## config.mk

```make
export PLATFORM = sky130hd
export DESIGN_NAME = fetch_unit
export DESIGN_NICKNAME = d
export VERILOG_FILES = /design/src/rtl/fetch_unit_pkg.sv /design/src/rtl/fetch_unit_next_pc.sv /design/src/rtl/fetch_unit.sv
export SDC_FILE = /design/constraint.sdc
export NUM_CORES = 1
export LEC_CHECK = 0
export ABC_AREA = 1
export BUFFER_PORTS_ARGS = -buffer_cell sky130_fd_sc_hd__buf_2
export CAP_MARGIN = 10
export CORE_ASPECT_RATIO = 0.75
export CORE_MARGIN = 2
export CORE_UTILIZATION = 50
export DETAILED_ROUTE_END_ITERATION = 12
export GPL_ROUTABILITY_DRIVEN = 0
export PLACE_DENSITY = 0.87
export SYNTH_ARGS = -nofsm -noshare
export SYNTH_HDL_FRONTEND = slang
export SYNTH_SLANG_ARGS = --single-unit
```

## constraint.sdc

```tcl
create_clock -name clk -period 3.97 [get_ports clk]
set_clock_uncertainty 0.1 [all_clocks]
set_input_delay 0.1985 -clock clk [delete_from_list [all_inputs] [get_ports clk]]
set_output_delay 0.1985 -clock clk [all_outputs]
set_load 0.1 [all_outputs]
```

## src/rtl/fetch_unit_pkg.sv

```systemverilog
// Shared state encodings, reset PC and branch-offset helper for the fetch stage.
// Optional feature macro used by fetch_unit: FETCH_STALL_COUNT_EN.
package fetch_unit_pkg;

  typedef enum logic [1:0] {
    FETCH_IDLE  = 2'd0,
    FETCH_FETCH = 2'd1,
    FETCH_HOLD  = 2'd2
  } fetch_state_e;

  localparam logic [31:0] RESET_PC_DEFAULT = 32'h0000_0000;

  // Word offset to byte offset, sign-extended to 32 bits.
  function automatic logic [31:0] branch_offset(input logic [15:0] imm16);
    return {{14{imm16[15]}}, imm16, 2'b00};
  endfunction

endpackage

```

## src/rtl/fetch_unit_next_pc.sv

```systemverilog
// Combinational next-PC selection (module fetch_next_pc): register jump, absolute
// jump, taken branch, then sequential; all arithmetic wraps modulo 2^32.
module fetch_next_pc
  import fetch_unit_pkg::*;
(
  input  logic        is_jump_reg,
  input  logic        is_jump,
  input  logic        is_branch,
  input  logic        branch_taken,
  input  logic [31:0] reg_target,
  input  logic [15:0] imm16,
  input  logic [25:0] addr26,
  input  logic [31:0] pc_plus4,
  output logic [31:0] next_pc
);

  always_comb begin
    next_pc = pc_plus4;
    if (is_jump_reg) begin
      // jr targets are forced word-aligned rather than trapping.
      next_pc = {reg_target[31:2], 2'b00};
    end else if (is_jump) begin
      next_pc = {pc_plus4[31:28], addr26, 2'b00};
    end else if (is_branch && branch_taken) begin
      next_pc = pc_plus4 + branch_offset(imm16);
    end
  end

endmodule

```

## src/rtl/fetch_unit.sv

```systemverilog
// Instruction fetch stage: owns the PC, fetches one word per req/ready handshake
// and holds it until acknowledged. Define FETCH_STALL_COUNT_EN to add stall_count.
//
// state       | meaning
// FETCH_IDLE  | out of reset, no request yet
// FETCH_FETCH | imem_req high, waiting for imem_ready
// FETCH_HOLD  | instruction valid, waiting for instr_ack
module fetch_unit
  import fetch_unit_pkg::*;
#(
  parameter logic [31:0] RESET_PC = RESET_PC_DEFAULT
) (
  input  logic        clk,
  input  logic        rst_n,
  output logic        imem_req,
  output logic [31:0] imem_addr,
  input  logic [31:0] imem_rdata,
  input  logic        imem_ready,
  output logic [31:0] instruction,
  output logic        instr_valid,
  input  logic        instr_ack,
  input  logic        is_jump,
  input  logic        is_branch,
  input  logic        branch_taken,
  input  logic        is_jump_reg,
  input  logic [31:0] reg_target,
  input  logic [15:0] imm16,
  input  logic [25:0] addr26,
  output logic [31:0] pc,
  output logic [31:0] pc_plus4
`ifdef FETCH_STALL_COUNT_EN
  ,
  output logic [31:0] stall_count
`endif
);

  fetch_state_e state_q;
  fetch_state_e state_d;
  logic         capture;
  logic         advance;
  logic [31:0]  next_pc;

  always_ff @(posedge clk) begin
    if (!rst_n) begin
      state_q <= FETCH_IDLE;
    end else begin
      state_q <= state_d;
    end
  end

  always_comb begin
    state_d = state_q;
    case (state_q)
      FETCH_IDLE:  state_d = FETCH_FETCH;
      FETCH_FETCH: if (imem_ready) state_d = FETCH_HOLD;
      FETCH_HOLD:  if (instr_ack) state_d = FETCH_FETCH;
      default:     state_d = FETCH_IDLE;
    endcase
  end

  // ready and ack only matter in the state that waits for them.
  always_comb begin
    imem_req    = (state_q == FETCH_FETCH);
    instr_valid = (state_q == FETCH_HOLD);
    capture     = imem_req && imem_ready;
    advance     = instr_valid && instr_ack;
  end

  assign pc_plus4  = pc + 32'd4;
  assign imem_addr = pc;

  fetch_next_pc u_next_pc (
    .is_jump_reg  (is_jump_reg),
    .is_jump      (is_jump),
    .is_branch    (is_branch),
    .branch_taken (branch_taken),
    .reg_target   (reg_target),
    .imm16        (imm16),
    .addr26       (addr26),
    .pc_plus4     (pc_plus4),
    .next_pc      (next_pc)
  );

  always_ff @(posedge clk) begin
    if (!rst_n) begin
      pc          <= RESET_PC;
      instruction <= 32'd0;
    end else begin
      if (advance) pc <= next_pc;
      if (capture) instruction <= imem_rdata;
    end
  end

`ifdef FETCH_STALL_COUNT_EN
  always_ff @(posedge clk) begin
    if (!rst_n) begin
      stall_count <= 32'd0;
    end else if (imem_req && !imem_ready && (stall_count != 32'hFFFF_FFFF)) begin
      stall_count <= stall_count + 32'd1;
    end
  end
`endif

endmodule

```

==> reports/results.txt <==
The flow ran to the end, and the final reports show no timing, DRC or antenna violations. The initial antenna violation count came out at 0. Synthesis instantiated 41 different standard cells from the library. IR analysis of the VDD net gives a maximum drop of 230 µV. The clock net in this run drives a total of 64 sinks. Setup repair after global routing left no endpoint under its margin. The total area inside the core boundary comes to 0.0129 mm². The met3 wire length came out at 2580 µm.

For this design, the CTS-stage hold fixing added 0 buffers. In the final design database the tool counted 1487 nets. The met2 layer wire length in the routed design was 9580 µm. The mapped netlist covers 0.00654 mm². The initial core utilization is 50.8%, and the post-CTS setup buffer count is 0.

At the end of the flow the core is filled with cells to 61.8%. The transition time at the pin with the least slew margin came out at 1160 ps. The library cell used most frequently in the layout, excluding fill and tap cells, is sky130_fd_sc_hd__nand2_1. The worst hold path belongs to the class input port to register. The tools report the area of the die as 0.0140 mm².

The number of max-slew violations in the final report is 0, and the half-perimeter wire length after placement is 18000 µm. The mean cell area of the mapped netlist was 5.68 µm²; the pin count of the biggest net entering global routing was 63. Once layout is done, the placed cells without fillers occupy 0.00796 mm². In this run, post-CTS repair resized a total of 0 instances. Headroom to the max-slew limit came out at 22.8%. Cells with a size suffix above 1 make up 24.4% of the layout. The tools report the total clock buffers created by CTS as 9. In this run the remaining antenna-violating nets after routing total 0. The worst setup path is launched from a register. The final non-filler cell total was 1511. Dividing total power by cell area gives a power density of 264 mW/mm².

After synthesis, the cell types taking the most area are sky130_fd_sc_hd__nand2_1 22%, sky130_fd_sc_hd__dfxtp_1 20%, sky130_fd_sc_hd__inv_1 8.4%. The first-pass GRT wire length was 34400 µm; the global-route usage over all layers was 31.4%. The sequential area share after synthesis is 19.6%, and the via density per instance is 5.34. Summed over all layers, the global routing overflow is 0. Port buffering added 235 buffers.

The final-report hold violation count was 0. The run gives 1496 as the cell total after placement. For this block, the via count after detailed routing is 8063. The setup TNS was 0 ps; the antenna diode count was 0. The met1 wire length came out at 9900 µm. Relative to the synthesized area, the layout overhead comes to 21.7%. The share of flip-flops with an asynchronous set or reset works out to 0%.

Timing would allow up to 277 MHz. The logs give 0.00768 mm² for the placed standard-cell area and 2 for the worst-case clock buffer depth. The average detailed-routed wire length per instance was 15.0 µm. The leakage dissipation is 0.00451 µW. Power comes to 2100 µW.

The number of warnings printed during yosys synthesis came out at 0. For the worst flop-to-flop path, the logic depth is 20. The logs give 36 for the number of placement rows and 360 ps for the register-to-register setup slack. The pre-antenna-repair detailed-routing pass consisted of 6 iterations. The worst setup path is captured at a register. Clock tree synthesis selected as its root buffer the cell sky130_fd_sc_hd__clkbuf_16.

After synthesis, the largest area contributor takes up 22.4% of total cell area. After clock tree synthesis, the clock-pin slew on the worst setup and hold paths is 60 ps. The die is 136 µm wide. The smallest clock period supported by the final layout is computed as 3610 ps.

Number of global-route vias before repair: 6819. Summed over all instances, the cell type with the most area after synthesis is sky130_fd_sc_hd__nand2_1. Counting flops and latches in the post-synthesis netlist gives 64. The tools report the final wirelength as 22600 µm. In the synthesized netlist, the number of instances is 1152. The highest metal layer with signal wires was met4.

The number of enable flip-flop cells after synthesis came out at 0. Setup violations remaining at the end of the flow were counted as 0. In this run, the number of DRC markers left after iteration 0 of detailed routing was 933.

The maximum fanout count along the critical path works out to 8. The primary flip-flop cell chosen by synthesis mapping was sky130_fd_sc_hd__dfxtp_1. The die height was 103 µm. Max-cap violations in this run came to 0. The run gives 3 as the depth of the CTS H-tree. For the number of top-level pins, the log shows 244.

TritonCTS built the clock tree. Class of the most critical setup path: register to register. The clock latency reported for the late side of the worst-skew pair is 330 ps. The data arrival time of the critical path came out at 3670 ps.

For the worst setup path, the data required time is 4020 ps. Leaving out fill and tap cells, the most frequent cells in the layout are 390 x sky130_fd_sc_hd__nand2_1, 235 x sky130_fd_sc_hd__buf_2, 145 x sky130_fd_sc_hd__inv_1. In the routed design, unresolved DRC markers number 0.

The worst hold path passes through 3 cells. After layout, the worst path uses 91.0% of the clock period.
cells in the mapped netlist (2+ instances only):
cell type and count:
sky130_fd_sc_hd__a21oi_1 103, sky130_fd_sc_hd__inv_2 7, sky130_fd_sc_hd__and3_1 2, sky130_fd_sc_hd__o221ai_1 3, sky130_fd_sc_hd__xor2_1 19, sky130_fd_sc_hd__dfxtp_1 64
sky130_fd_sc_hd__or2_2 7, sky130_fd_sc_hd__a21oi_2 6, sky130_fd_sc_hd__o21ai_0 21, sky130_fd_sc_hd__clkbuf_1 28, sky130_fd_sc_hd__ha_1 36, sky130_fd_sc_hd__o21ai_1 2
sky130_fd_sc_hd__nor2_2 6, sky130_fd_sc_hd__nand3_1 90, sky130_fd_sc_hd__nand4_1 7, sky130_fd_sc_hd__o211ai_1 8, sky130_fd_sc_hd__nand2_2 11, sky130_fd_sc_hd__nor2_1 114
sky130_fd_sc_hd__nor2_4 3, sky130_fd_sc_hd__buf_2 4, sky130_fd_sc_hd__nand2_1 391, sky130_fd_sc_hd__buf_4 38, sky130_fd_sc_hd__o22ai_1 2, sky130_fd_sc_hd__nor3_2 4
sky130_fd_sc_hd__a21o_1 4, sky130_fd_sc_hd__inv_1 146, sky130_fd_sc_hd__nand3b_1 3, sky130_fd_sc_hd__nor3_1 8, sky130_fd_sc_hd__a221oi_1 2, sky130_fd_sc_hd__o21bai_1 2
sequential cells by signal, summed over array words and instances, names as in the netlist:
| register | cells |
|---|---|
| state_q | 2 |
| imem_addr | 30 |
| instruction | 32 |
power breakdown:
part           internal [µW]  switching (µW)  leakage, µW
logic                    156             521      0.00385
clock network            470             262     0.000136
registers                667            21.1     0.000529
total                   1290             805      0.00451
through the flow:
stage               worst slack (ps)  hold WS [ps]
floorplan                       8.77           229
global placement                 569           346
detailed placement               480           350
CTS                              459          35.4
global route                    42.0          31.9
finish                           358          40.8
final timing paths:
check | end | startpoint
worst max-delay path | imem_addr[27] | imem_addr[2]
worst min-delay path | imem_addr[6] | rst_n
worst max register to register | imem_addr[27] | imem_addr[2]
worst min register to register | instruction[13] | instruction[13]
cell type report:
type | count | area (µm²)
Multi-Input combinational cell | 869 | 4370
Clock buffer | 15 | 278
Tap cell | 171 | 214
Inverter | 153 | 578
Sequential cell | 64 | 1310
Fill cell | 1294 | 4920
Timing Repair Buffer | 239 | 1210
cells by family after synthesis:
kind of cell	after synthesis	synth area share [%]
simple gates	653	42.3
buf+inv	224	15.3
compound gates	153	12.9
flops	64	19.6
fa+ha+maj	37	7.19
xor+xnor	20	2.68
other cells	1	0.0573
critical path, cell delays in order, from the launching register on:
cell and delay [ps]:
sky130_fd_sc_hd__dfxtp_4 400, sky130_fd_sc_hd__ha_1 350, sky130_fd_sc_hd__nand3_1 270, sky130_fd_sc_hd__inv_2 100, sky130_fd_sc_hd__nand2_1 150, sky130_fd_sc_hd__inv_1 120
sky130_fd_sc_hd__nand3_1 80, sky130_fd_sc_hd__nand2_1 160, sky130_fd_sc_hd__inv_1 80, sky130_fd_sc_hd__ha_1 400, sky130_fd_sc_hd__nand2_1 120, sky130_fd_sc_hd__nor2_1 150
sky130_fd_sc_hd__inv_1 90, sky130_fd_sc_hd__nor3_1 210, sky130_fd_sc_hd__nand3_1 200, sky130_fd_sc_hd__nand3_1 130, sky130_fd_sc_hd__nand3_1 80, sky130_fd_sc_hd__nand2_1 70
sky130_fd_sc_hd__nand2_1 40, sky130_fd_sc_hd__nand2_1 80, sky130_fd_sc_hd__a21oi_1 60
layer usage:
metal | global-route usage [%] | up-vias
met2 | 48.0 | 489
li1 | - | 3961
met5 | 0 | -
met4 | 9.21 | 0
met3 | 7.13 | 43
met1 | 44.2 | 3570
(Power assumes the default switching activity.)
